## config.mk

```make
export PLATFORM = sky130hd
export DESIGN_NAME = window_scan_scheduler_flat
export DESIGN_NICKNAME = d
export VERILOG_FILES = /design/src/rtl/window_scan_scheduler_if.sv /design/src/rtl/window_scan_scheduler.sv /design/src/flat_wrapper.sv
export SDC_FILE = /design/constraint.sdc
export NUM_CORES = 1
export LEC_CHECK = 0
export ABC_AREA = 0
export CORE_ASPECT_RATIO = 1.25
export CORE_MARGIN = 3
export CORE_UTILIZATION = 45
export CTS_BUF_LIST = sky130_fd_sc_hd__clkbuf_8
export CTS_CLUSTER_SIZE = 10
export DETAILED_ROUTE_END_ITERATION = 12
export PLACE_DENSITY = 0.72
export REMOVE_ABC_BUFFERS = 1
export SYNTH_ARGS = -nofsm -noshare
export SYNTH_HDL_FRONTEND = slang
export SYNTH_SLANG_ARGS = --single-unit
```

## constraint.sdc

```tcl
create_clock -name iCLK -period 3.2 [get_ports iCLK]
set_input_delay 0.32 -clock iCLK [delete_from_list [all_inputs] [get_ports iCLK]]
set_output_delay 0.32 -clock iCLK [all_outputs]
set_load 0.03 [all_outputs]
```

## src/rtl/window_scan_scheduler_if.sv

```systemverilog
// ----------------------------------------------------------------------------
// window_scan_scheduler_if
//
// Purpose: bundles every signal between the window scan scheduler and its
// surroundings (VGA position counters, classifier control, VGA decorator).
// Clock and reset stay plain ports on the scheduler itself.
//
// Signals (directions as seen by the scheduler, modport "slave"):
//   iSTART        in   one-cycle scan start pulse
//   iCONTINUOUS   in   restart automatically after a completed scan
//   iX_POS        in   current pixel X position (13 bits)
//   iY_POS        in   current pixel Y position (13 bits)
//   iFRAME_END    in   one-cycle pulse after the last active pixel of a frame
//   iRESULT_VALID in   classifier verdict strobe
//   iRESULT       in   classifier verdict (1 = face)
//   oWIN_X/oWIN_Y out  current window origin
//   oIS_BOUND     out  registered "pixel is on window perimeter" flag
//   oBUSY         out  scan in progress
//   oSCAN_DONE    out  one-cycle scan complete pulse
//   oHIT_COUNT    out  saturating hit count of the current/last scan
//   oHIT_X/oHIT_Y out  origin of the most recent hit
//   oTIMEOUT      out  sticky verdict-timeout flag
//   dbg_state     out  FSM state encoding for observation
//
// Handshake: the verdict path is a strobe with no back-pressure. iRESULT is
// qualified by iRESULT_VALID, which is only accepted while the scheduler is
// waiting for a verdict; strobes at any other time are dropped.
// ----------------------------------------------------------------------------
interface window_scan_scheduler_if;
    logic        iSTART;
    logic        iCONTINUOUS;
    logic [12:0] iX_POS;
    logic [12:0] iY_POS;
    logic        iFRAME_END;
    logic        iRESULT_VALID;
    logic        iRESULT;
    logic [12:0] oWIN_X;
    logic [12:0] oWIN_Y;
    logic        oIS_BOUND;
    logic        oBUSY;
    logic        oSCAN_DONE;
    logic [7:0]  oHIT_COUNT;
    logic [12:0] oHIT_X;
    logic [12:0] oHIT_Y;
    logic        oTIMEOUT;
    logic [2:0]  dbg_state;

    // Environment side: drives stimulus, observes results.
    modport master (
        output iSTART, iCONTINUOUS, iX_POS, iY_POS, iFRAME_END,
               iRESULT_VALID, iRESULT,
        input  oWIN_X, oWIN_Y, oIS_BOUND, oBUSY, oSCAN_DONE, oHIT_COUNT,
               oHIT_X, oHIT_Y, oTIMEOUT, dbg_state
    );

    // Scheduler side.
    modport slave (
        input  iSTART, iCONTINUOUS, iX_POS, iY_POS, iFRAME_END,
               iRESULT_VALID, iRESULT,
        output oWIN_X, oWIN_Y, oIS_BOUND, oBUSY, oSCAN_DONE, oHIT_COUNT,
               oHIT_X, oHIT_Y, oTIMEOUT, dbg_state
    );
endinterface

```

## src/rtl/window_scan_scheduler.sv

```systemverilog
// ----------------------------------------------------------------------------
// window_scan_scheduler
//
// Purpose: steps the sliding-window face classifier across the camera frame.
// Each window origin is held for a full video frame, then the classifier
// verdict is collected, hits are recorded and the origin moves to the next
// grid position (row-major, STEP pixels in X and Y). Also produces the
// registered bounding-box overlay flag for the VGA decorator.
//
// Ports:
//   iCLK    in  pixel clock (only clock)
//   iRST_N  in  synchronous active-low reset
//   bus     window_scan_scheduler_if.slave, see interface header
//
// State sequence: IDLE -> ARM -> MEASURE -> RESULT -> ADVANCE -> ARM ...
//   ARM     waits for a frame end so the window starts on a fresh frame
//   MEASURE holds the window for one whole frame
//   RESULT  waits up to TIMEOUT cycles for the verdict strobe
//   ADVANCE one cycle: move the origin or finish the scan
// ----------------------------------------------------------------------------
module window_scan_scheduler #(
    parameter int FRAME_W = 640,
    parameter int FRAME_H = 480,
    parameter int WIN_W   = 64,
    parameter int WIN_H   = 64,
    parameter int STEP    = 32,
    parameter int TIMEOUT = 1024
) (
    input  logic                    iCLK,
    input  logic                    iRST_N,
    window_scan_scheduler_if.slave  bus
);

    // All position arithmetic is carried one bit wider than the 13-bit
    // coordinates so sums never wrap.
    localparam logic [13:0] FW14   = 14'(FRAME_W);
    localparam logic [13:0] FH14   = 14'(FRAME_H);
    localparam logic [13:0] WW14   = 14'(WIN_W);
    localparam logic [13:0] WH14   = 14'(WIN_H);
    localparam logic [13:0] STEP14 = 14'(STEP);

    localparam int              CW   = (TIMEOUT > 2) ? $clog2(TIMEOUT) : 1;
    localparam logic [CW-1:0]   TMAX = CW'(TIMEOUT - 1);

    typedef enum logic [2:0] {
        IDLE    = 3'd0,
        ARM     = 3'd1,
        MEASURE = 3'd2,
        RESULT  = 3'd3,
        ADVANCE = 3'd4
    } state_t;

    state_t        state;
    state_t        state_next;

    logic [12:0]   win_x;
    logic [12:0]   win_y;
    logic [7:0]    hit_cnt;
    logic [12:0]   hit_x;
    logic [12:0]   hit_y;
    logic          timeout_flag;
    logic          busy;
    logic          scan_done;
    logic          is_bound;
    logic [CW-1:0] to_cnt;

    logic [12:0]   win_x_next;
    logic [12:0]   win_y_next;
    logic [7:0]    hit_cnt_next;
    logic [12:0]   hit_x_next;
    logic [12:0]   hit_y_next;
    logic          timeout_next;
    logic          busy_next;
    logic          scan_done_next;
    logic          is_bound_next;
    logic [CW-1:0] to_cnt_next;

    // ------------------------------------------------------------------
    // Grid stepping sums
    // ------------------------------------------------------------------
    logic [13:0] x_step;
    logic [13:0] y_step;
    logic        x_fits;
    logic        y_fits;

    assign x_step = {1'b0, win_x} + STEP14;
    assign y_step = {1'b0, win_y} + STEP14;
    assign x_fits = (x_step + WW14) <= FW14;
    assign y_fits = (y_step + WH14) <= FH14;

    // ------------------------------------------------------------------
    // Window perimeter test against the current pixel position
    // ------------------------------------------------------------------
    logic [13:0] pix_x;
    logic [13:0] pix_y;
    logic [13:0] left;
    logic [13:0] top;
    logic [13:0] right;
    logic [13:0] bottom;
    logic        in_x_span;
    logic        in_y_span;
    logic        on_row_edge;
    logic        on_col_edge;

    assign pix_x  = {1'b0, bus.iX_POS};
    assign pix_y  = {1'b0, bus.iY_POS};
    assign left   = {1'b0, win_x};
    assign top    = {1'b0, win_y};
    assign right  = left + WW14 - 14'd1;
    assign bottom = top + WH14 - 14'd1;

    assign in_x_span   = (pix_x >= left) && (pix_x <= right);
    assign in_y_span   = (pix_y >= top) && (pix_y <= bottom);
    assign on_row_edge = (pix_y == top) || (pix_y == bottom);
    assign on_col_edge = (pix_x == left) || (pix_x == right);

    // The overlay is suppressed while idle so no stale box is drawn.
    assign is_bound_next = (state != IDLE) &&
                           ((on_row_edge && in_x_span) ||
                            (on_col_edge && in_y_span));

    // ------------------------------------------------------------------
    // Next-state and datapath logic
    // ------------------------------------------------------------------
    always_comb begin
        state_next     = state;
        win_x_next     = win_x;
        win_y_next     = win_y;
        hit_cnt_next   = hit_cnt;
        hit_x_next     = hit_x;
        hit_y_next     = hit_y;
        timeout_next   = timeout_flag;
        to_cnt_next    = to_cnt;
        scan_done_next = 1'b0;

        case (state)
            IDLE: begin
                if (bus.iSTART) begin
                    win_x_next   = '0;
                    win_y_next   = '0;
                    hit_cnt_next = '0;
                    hit_x_next   = '0;
                    hit_y_next   = '0;
                    timeout_next = 1'b0;
                    state_next   = ARM;
                end
            end

            ARM: begin
                if (bus.iFRAME_END) begin
                    state_next = MEASURE;
                end
            end

            MEASURE: begin
                if (bus.iFRAME_END) begin
                    to_cnt_next = '0;
                    state_next  = RESULT;
                end
            end

            RESULT: begin
                // A strobe on the terminal-count cycle still counts as a
                // verdict, so it is tested before the timeout.
                if (bus.iRESULT_VALID) begin
                    if (bus.iRESULT) begin
                        hit_cnt_next = (hit_cnt == 8'hFF) ? 8'hFF : hit_cnt + 8'd1;
                        hit_x_next   = win_x;
                        hit_y_next   = win_y;
                    end
                    state_next = ADVANCE;
                end else if (to_cnt == TMAX) begin
                    timeout_next = 1'b1;
                    state_next   = ADVANCE;
                end else begin
                    to_cnt_next = to_cnt + CW'(1);
                end
            end

            ADVANCE: begin
                if (x_fits) begin
                    win_x_next = x_step[12:0];
                    state_next = ARM;
                end else begin
                    win_x_next = '0;
                    if (y_fits) begin
                        win_y_next = y_step[12:0];
                        state_next = ARM;
                    end else begin
                        // Last window of the grid.
                        scan_done_next = 1'b1;
                        if (bus.iCONTINUOUS) begin
                            win_y_next   = '0;
                            hit_cnt_next = '0;
                            hit_x_next   = '0;
                            hit_y_next   = '0;
                            timeout_next = 1'b0;
                            state_next   = ARM;
                        end else begin
                            state_next = IDLE;
                        end
                    end
                end
            end

            default: begin
                state_next = IDLE;
            end
        endcase

        // Busy covers the done-pulse cycle even when returning to IDLE.
        busy_next = (state_next != IDLE) || scan_done_next;
    end

    // ------------------------------------------------------------------
    // State and output registers
    // ------------------------------------------------------------------
    always_ff @(posedge iCLK) begin
        if (!iRST_N) begin
            state        <= IDLE;
            win_x        <= '0;
            win_y        <= '0;
            hit_cnt      <= '0;
            hit_x        <= '0;
            hit_y        <= '0;
            timeout_flag <= 1'b0;
            busy         <= 1'b0;
            scan_done    <= 1'b0;
            is_bound     <= 1'b0;
            to_cnt       <= '0;
        end else begin
            state        <= state_next;
            win_x        <= win_x_next;
            win_y        <= win_y_next;
            hit_cnt      <= hit_cnt_next;
            hit_x        <= hit_x_next;
            hit_y        <= hit_y_next;
            timeout_flag <= timeout_next;
            busy         <= busy_next;
            scan_done    <= scan_done_next;
            is_bound     <= is_bound_next;
            to_cnt       <= to_cnt_next;
        end
    end

    assign bus.oWIN_X     = win_x;
    assign bus.oWIN_Y     = win_y;
    assign bus.oIS_BOUND  = is_bound;
    assign bus.oBUSY      = busy;
    assign bus.oSCAN_DONE = scan_done;
    assign bus.oHIT_COUNT = hit_cnt;
    assign bus.oHIT_X     = hit_x;
    assign bus.oHIT_Y     = hit_y;
    assign bus.oTIMEOUT   = timeout_flag;
    assign bus.dbg_state  = state;

endmodule

```

## src/flat_wrapper.sv

```systemverilog
// flat-port wrapper written by rule: the top's interface ports become plain ports
module window_scan_scheduler_flat 
#(
    parameter int FRAME_W = 640,
    parameter int FRAME_H = 480,
    parameter int WIN_W   = 64,
    parameter int WIN_H   = 64,
    parameter int STEP    = 32,
    parameter int TIMEOUT = 1024
)
  (iCLK, iRST_N, bus_iSTART, bus_iCONTINUOUS, bus_iX_POS, bus_iY_POS, bus_iFRAME_END, bus_iRESULT_VALID, bus_iRESULT, bus_oWIN_X, bus_oWIN_Y, bus_oIS_BOUND, bus_oBUSY, bus_oSCAN_DONE, bus_oHIT_COUNT, bus_oHIT_X, bus_oHIT_Y, bus_oTIMEOUT, bus_dbg_state);
  window_scan_scheduler_if bus_i ();
  input  logic iCLK;
  input  logic iRST_N;
  input wire logic [$bits(bus_i.iSTART)-1:0] bus_iSTART;
  input wire logic [$bits(bus_i.iCONTINUOUS)-1:0] bus_iCONTINUOUS;
  input wire logic [$bits(bus_i.iX_POS)-1:0] bus_iX_POS;
  input wire logic [$bits(bus_i.iY_POS)-1:0] bus_iY_POS;
  input wire logic [$bits(bus_i.iFRAME_END)-1:0] bus_iFRAME_END;
  input wire logic [$bits(bus_i.iRESULT_VALID)-1:0] bus_iRESULT_VALID;
  input wire logic [$bits(bus_i.iRESULT)-1:0] bus_iRESULT;
  output wire logic [$bits(bus_i.oWIN_X)-1:0] bus_oWIN_X;
  output wire logic [$bits(bus_i.oWIN_Y)-1:0] bus_oWIN_Y;
  output wire logic [$bits(bus_i.oIS_BOUND)-1:0] bus_oIS_BOUND;
  output wire logic [$bits(bus_i.oBUSY)-1:0] bus_oBUSY;
  output wire logic [$bits(bus_i.oSCAN_DONE)-1:0] bus_oSCAN_DONE;
  output wire logic [$bits(bus_i.oHIT_COUNT)-1:0] bus_oHIT_COUNT;
  output wire logic [$bits(bus_i.oHIT_X)-1:0] bus_oHIT_X;
  output wire logic [$bits(bus_i.oHIT_Y)-1:0] bus_oHIT_Y;
  output wire logic [$bits(bus_i.oTIMEOUT)-1:0] bus_oTIMEOUT;
  output wire logic [$bits(bus_i.dbg_state)-1:0] bus_dbg_state;
  assign bus_i.iSTART = bus_iSTART;
  assign bus_i.iCONTINUOUS = bus_iCONTINUOUS;
  assign bus_i.iX_POS = bus_iX_POS;
  assign bus_i.iY_POS = bus_iY_POS;
  assign bus_i.iFRAME_END = bus_iFRAME_END;
  assign bus_i.iRESULT_VALID = bus_iRESULT_VALID;
  assign bus_i.iRESULT = bus_iRESULT;
  assign bus_oWIN_X = bus_i.oWIN_X;
  assign bus_oWIN_Y = bus_i.oWIN_Y;
  assign bus_oIS_BOUND = bus_i.oIS_BOUND;
  assign bus_oBUSY = bus_i.oBUSY;
  assign bus_oSCAN_DONE = bus_i.oSCAN_DONE;
  assign bus_oHIT_COUNT = bus_i.oHIT_COUNT;
  assign bus_oHIT_X = bus_i.oHIT_X;
  assign bus_oHIT_Y = bus_i.oHIT_Y;
  assign bus_oTIMEOUT = bus_i.oTIMEOUT;
  assign bus_dbg_state = bus_i.dbg_state;
  window_scan_scheduler #(.FRAME_W(FRAME_W), .FRAME_H(FRAME_H), .WIN_W(WIN_W), .WIN_H(WIN_H), .STEP(STEP), .TIMEOUT(TIMEOUT)) u_core (.iCLK(iCLK), .iRST_N(iRST_N), .bus(bus_i));
endmodule
```

* After elaboration in Yosys (flattened, before gate mapping)
Index checks and enable logic that the tools add are counted.
** Storage, ports and cells
- Bits in registers :: 77
- Output and inout bits :: 67
- Bits of input ports :: 33
** Operators by class
- Equality and inequality tests :: 21
- Mux-type cells :: 46
- Reductions and logical operators :: 20
- $add $sub $neg :: 10
- $lt $le $gt $ge :: 6
** Operators by type and width (number)
- 13-bit two-way mux :: 11
- 13-bit one-hot mux with 3 select lines :: 2
- 8-bit two-way mux :: 7
- 13-bit one-hot mux with 2 select lines :: 2
- 10-bit two-way mux :: 3
- 13-bit by 6-bit adder with 14-bit output (second input constant) :: 2
- 13-bit by 7-bit adder with 14-bit output (second input constant) :: 2
- 14-bit by 7-bit adder with 14-bit output (second input constant) :: 2
- 13-bit by 14-bit equality test with 1-bit output :: 2
- 13-bit by 14-bit less-or-equal comparator with 1-bit output :: 2
- 14-bit by 1-bit subtractor with 14-bit output (second input constant) :: 2
- 13-bit equality test :: 2
- 13-bit >= comparator :: 2
- 8-bit one-hot mux with 3 select lines :: 1
- 3-bit two-way mux :: 7
- 10-bit one-hot mux with 2 select lines :: 1
- 2-bit inequality test (second input constant) :: 9
- 3-bit one-hot mux with 5 select lines :: 1
- 14-bit by 10-bit less-or-equal comparator with 1-bit output (second input constant) :: 1
- 14-bit by 9-bit less-or-equal comparator with 1-bit output (second input constant) :: 1
- 7-bit AND reduction :: 2
- 10-bit by 1-bit adder with 10-bit output (second input constant) :: 1
- 10-bit equality test (second input constant) :: 1
- 1-bit two-way mux :: 10
- other kinds (15) :: 27

* Longest topological paths before layout
- Word-level depth :: 8
- Depth in mapped cells :: 13
- Depth with buffers taken out :: 11

* Worst setup path after synthesis
Ideal clock, no wire load.
- Path type :: reg2reg
- Start point :: register u_core.win_x[5], in the netlist u_core.bus.oWIN_X[5]
- End point :: register u_core.hit_cnt[4], in the netlist u_core.bus.oHIT_COUNT[4]
- Setup time :: 0.119 ns
- Path slack :: 0.046 ns
- Cell stages (with the launch flop) :: 13
- Arrival time :: 3.035 ns
- Cell sequence :: dfxtp_1 > clkbuf_1 > inv_1 > ha_1 > inv_1 > ha_1 > a21boi_0 > o21ai_0 > o2111a_1 > o221ai_1 > o21ai_2 > and2_1 > o221a_2
** On the way
- Cells in the longest elaborated chain, start to end :: 5
** RTL lines
- start, declared :: line window_scan_scheduler.sv:56 : logic [12:0] win_x;
- start signal, assigned :: line window_scan_scheduler.sv:233 : win_x <= win_x_next;
- 13-bit by 6-bit adder with 14-bit output :: line window_scan_scheduler.sv:86 : assign x_step = {1'b0, win_x} + STEP14;
- 14-bit by 7-bit adder with 14-bit output :: line window_scan_scheduler.sv:88 : assign x_fits = (x_step + WW14) <= FW14;
- 14-bit by 10-bit less-or-equal comparator with 1-bit output :: line window_scan_scheduler.sv:88
- 2-bit inequality test (no source line)
- 7-bit AND reduction (no source line)
- end signal, assigned :: line window_scan_scheduler.sv:235 : hit_cnt <= hit_cnt_next;
- end, declared :: line window_scan_scheduler.sv:58 : logic [7:0] hit_cnt;
Every way passes these cells.
A chain may end at the register's enable or synchronous reset.

* Final worst setup path
- Start point :: register u_core.win_x[7], in the netlist u_core.bus.oWIN_X[7]
- End point :: register u_core.is_bound, in the netlist u_core.bus.oIS_BOUND
** On the way
- Cells in the longest elaborated chain, start to end :: 7
- Elaborated cells between the ends (all ways) :: 12
- Classes of those cells :: 2 x add/sub; 2 x order compare; 2 x eq/ne; 6 x reduce/logical
** RTL lines
- 13-bit by 7-bit adder with 14-bit output :: line window_scan_scheduler.sv:109 : assign right = left + WW14 - 14'd1;
- 14-bit by 1-bit subtractor with 14-bit output :: line window_scan_scheduler.sv:109
- 13-bit by 14-bit less-or-equal comparator with 1-bit output / 13-bit by 14-bit equality test with 1-bit output (equally long branches) :: line window_scan_scheduler.sv:112, window_scan_scheduler.sv:115
- 1-bit logical AND / 1-bit logical OR (equally long branches) :: line window_scan_scheduler.sv:112, window_scan_scheduler.sv:115
- 1-bit logical AND (on tied branches) :: line window_scan_scheduler.sv:119, window_scan_scheduler.sv:120
- 1-bit logical OR (*) :: line window_scan_scheduler.sv:119 : ((on_row_edge && in_x_span) ||
- 1-bit logical AND (*) :: line window_scan_scheduler.sv:118 : assign is_bound_next = (state != IDLE) &&
- end signal, assigned :: line window_scan_scheduler.sv:241 : is_bound <= is_bound_next;
- end, declared :: line window_scan_scheduler.sv:64 : logic is_bound;
Every way passes the cells marked *; elsewhere a longest branch is shown, timed or not.

==> results.md <==
* Status: completed
* ANT nets after route at 0
* Net count reported at finish at 653
* Total die area at a little over 10000 sq um
* Internal at roughly 0.0011 W
* Yosys top cell by area: dfxtp_1
* CORE AREA at 8800 sq um
* Rel. slew slack at about two fifths
* Routed len/inst at about 16 um
* First-pass GRT wire length at 18900 um
* Die Ht at roughly 110 um
* Final Power at roughly 0.0016 W
* Reg clk slew, reported paths at approximately 70 ps
* Clock Latency Late Sink at roughly 340 ps
* Hold worst-path end: u_core.bus.oHIT_Y[12]
* Min Hold Slack at 486 ps
* Worst Tran Pin Value at approximately 900 ps
* H-tree levels at 3
* N_diodes at 0
* Residual DRC at 0
* Fin crit share at 92.2%
* Synth top area cells: dfxtp_1 28%, ha_1 13%, nand3_1 5.2%
* Largest net degree at the start of global routing at 29
* Critical setup path kind: reg -> reg
* Wirelength, routed at 11100 um
* Overall die width at slightly above 90 um
* Flop pwr share at 45.8%
* TritonCTS Sinks at 57
* Asr flop ratio synth at 0%
* Max-cap viol count at 0
* GRT Residual Overflow at 0
* Routability cong. at approximately 0.90
* Row cnt at 38
* Vias in the first global route at between 3000 and 4000
* Commonest non-fill, non-tap cells in the layout: 79 x clkdlybuf4s50_1, 55 x dfxtp_1, 43 x nand3_1, 42 x ha_1, 30 x nand2_1
* Post-DP HPWL at 8480 um
* Most common cell after layout, fill and taps aside: clkdlybuf4s50_1
* Crit-path cells: and4_1 -> nand4_1 -> xnor2_1 -> ha_1 -> nand3_1 -> or2_2 -> nor4_1 -> nand2_1 -> o31ai_1 -> o221ai_1 -> a21oi_1
* Via count at slightly below 4000
* Final WS setup at ~250 ps
* Worst Hold Class: reg -> reg
* Sequential share of the synthesized area at 27.7%
* Clock Path Buffers at 2
* Initial antenna violation count at 0
* Reg area at 1140 sq um
* Max Clock Skew at between 7 and 8 ps
* Post-layout min period at around 2900 ps
* Setup TNS at 0 ps
* CTS Buf Count at 9
* Post-Syn Instances at ~500
* R2R depth at 11
* Finished Layout Cells at about 700
* Cell Area, Synth at about 4000 sq um
* Area of the multi-input gates at approximately 2700 sq um
* Initial Util at around 47%
* Slowest stage delay, CP at between 500 and 600 ps
* Cell Pwr Density at about 300 nW/um^2
* Place WS at around 120 ps
* Fill cell count at about 800
* Psw at 0.000467 W
* RR Startpoint: u_core.bus.oWIN_X[7]
* Most used DFF post-synth: dfxtp_1
* Initial DRC count at around 260
* Max FO, Critical Path at 8
* CP endpoint kind: flip-flop
* RSZ-0062 raised after global routing: false
* Peak Freq at 0.339 GHz
* Pins over their slew limit at 0
* Ports at 100
* Setup crit start kind: flip-flop
* P&R area growth vs syn at 26.5%
* Vias/cell at 5.60
* Root Buffer: clkbuf_8
* Maximum VDD drop at 232 uV
* Leak at about 2.0 nW
* Tot GR Track Use at between 20% and 30%
* FF+latch count, synth at between 50 and 60
* Syn Area/Cell at between 8 and 9 sq um
* Total number of yosys warnings at 0
* Beginning of the worst hold path: u_core.bus.oHIT_Y[12]
* Share of the synthesized area in the top cell type at approximately 28%
* Unique masters post-synth at 64
* Worst EP arrival at between 3000 and 4000 ps
* R2r setup slk at roughly 250 ps
* Post-synth EDFFs at 0
* Final Hold Vio Count at 0
* Dpl cells at between 600 and 700
* Number of I/O port buffers at 79
* Final Setup Violations at 0
* Critical-path top delay cell: dfxtp_1
* Clock power frac at between 30 and 40%
* Drt pass-1 iters at 4
* Worst r2r dst: u_core.bus.oIS_BOUND
* Worst hold path depth at 2
* CTS tree: built
* Req. time, crit path at 3480 ps
* Gate power share at between 10% and 20%
* Fraction of final layout cells sized beyond drive strength 1 at under 10%
* Sw Ratio at roughly 29%
[per-layer routing]
metal / GRT usage (%) / up-vias / part of all wire [%]
li1: - / 1956 / -
met1: 27.6 / 1854 / 43
met5: 0 / - / 0
met4: 8.25 / 0 / 1.7
met3: 3.66 / 15 / 4.9
met2: 37.7 / 112 / 51
[power by group through the flow]
| stage | Sequential [W] | Clock, W | Combinational [W] |
|---|---|---|---|
| 6_report | 0.000724 | 0.000592 | 0.000266 |
| 5_1_grt | 0.000725 | 0.000639 | 0.000293 |
| 4_1_cts | 0.000724 | 0.000606 | 0.000264 |
| 3_5_place_dp | 0.000740 | 0 | 0.000262 |
| 3_3_place_gp | 0.000740 | 0 | 0.000259 |
| 2_1_floorplan | 0.000752 | 0 | 0.000137 |
[how the worst max path moves through the flow]
| stage | start | endpoint | slack [ps] |
|---|---|---|---|
| 6_report | u_core.bus.oWIN_X[7] | u_core.bus.oIS_BOUND | 250 |
| 5_1_grt | u_core.bus.oWIN_X[7] | u_core.bus.oIS_BOUND | 50 |
| 4_1_cts | u_core.bus.oWIN_X[5] | u_core.bus.oHIT_COUNT[6] | 110 |
| 3_5_place_dp | u_core.bus.oWIN_X[5] | u_core.bus.oHIT_COUNT[3] | 120 |
| 3_3_place_gp | u_core.bus.oWIN_X[6] | u_core.bus.oHIT_COUNT[2] | 240 |
| 2_1_floorplan | u_core.bus.oWIN_X[5] | u_core.bus.oHIT_COUNT[5] | -140 |
[kinds of logic (layout without fill, tap and decap cells)]
family	count (synthesis)	after routing	synth area share, %
other cells	1	20	0.0911
simple gates	181	181	23.9
fa+ha+maj	42	42	12.8
compound gates	120	120	21.5
xor+xnor	19	19	4.22
buf+inv	75	140	8.84
flops	57	57	27.7
mux	4	4	0.972
[layout make-up]
| class | instances | area share, % |
|---|---|---|
| clock buffers | 10 | 2.64 |
| clock inverters | 6 | 0.672 |
| inverters | 25 | 1.80 |
| multi-input cells | 386 | 52.0 |
| flip-flops and latches | 57 | 22.0 |
| well taps | 120 | 2.88 |
| repair buffers | 99 | 18.1 |
[through the flow]
stage / instance area, sq um / util [%]
finish: 5210 / 59.2
global route: 5210 / 59.2
CTS: 5170 / 58.8
detailed placement: 5000 / 56.9
global placement: 5000 / 56.9
floorplan: 3920 / -
[state kept, by name (all words and copies together) (netlist names), 3 cells and up]
| name | count |
|---|---|
| u_core.bus.oHIT_Y | 8 |
| u_core.bus.dbg_state | 3 |
| u_core.bus.oWIN_Y | 8 |
| u_core.bus.oHIT_X | 8 |
| u_core.to_cnt | 10 |
| u_core.bus.oHIT_COUNT | 8 |
| u_core.bus.oWIN_X | 8 |
[synth_stat cells (2+ instances only)]
library cell	n
a21boi_0	27
nor3_1	7
o221a_2	5
a211oi_1	2
nand3b_1	6
a21o_1	7
buf_2	3
a32o_1	3
and4_1	6
o21a_1	4
or3_1	3
clkbuf_1	23
o221ai_1	4
xnor2_1	16
nand2b_1	5
and2_1	8
a211o_1	2
mux2i_1	4
nor2b_1	3
o2111a_1	2
nor4_1	4
nand4_1	27
o31ai_1	2
xor2_1	2
inv_1	24
dfxtp_1	57
nor3b_1	5
a31oi_1	5
or2_2	3
o21bai_1	2
nor4b_1	2
nor2_1	20
nand3_1	43
ha_1	42
a21oi_1	22
buf_4	21
o21ai_0	13
and3_1	7
buf_1	3
nand2_1	30
a31o_2	2
[what timing repair did]
action,CTS,global route
setup endpoints to repair,0,37
setup buffers,0,1
hold buffers,0,0
resized for setup,0,6
[worst max-delay path: cells and delay by family, from the launching register on]
kind	cells	cell delay (ps)
xor gates and xnor gates	1	150
adders and majority gates	1	290
DFF	1	550
AOI/OAI and AO/OA	3	470
and+or+nand+nor	6	1430
(Power assumes the default switching activity.)
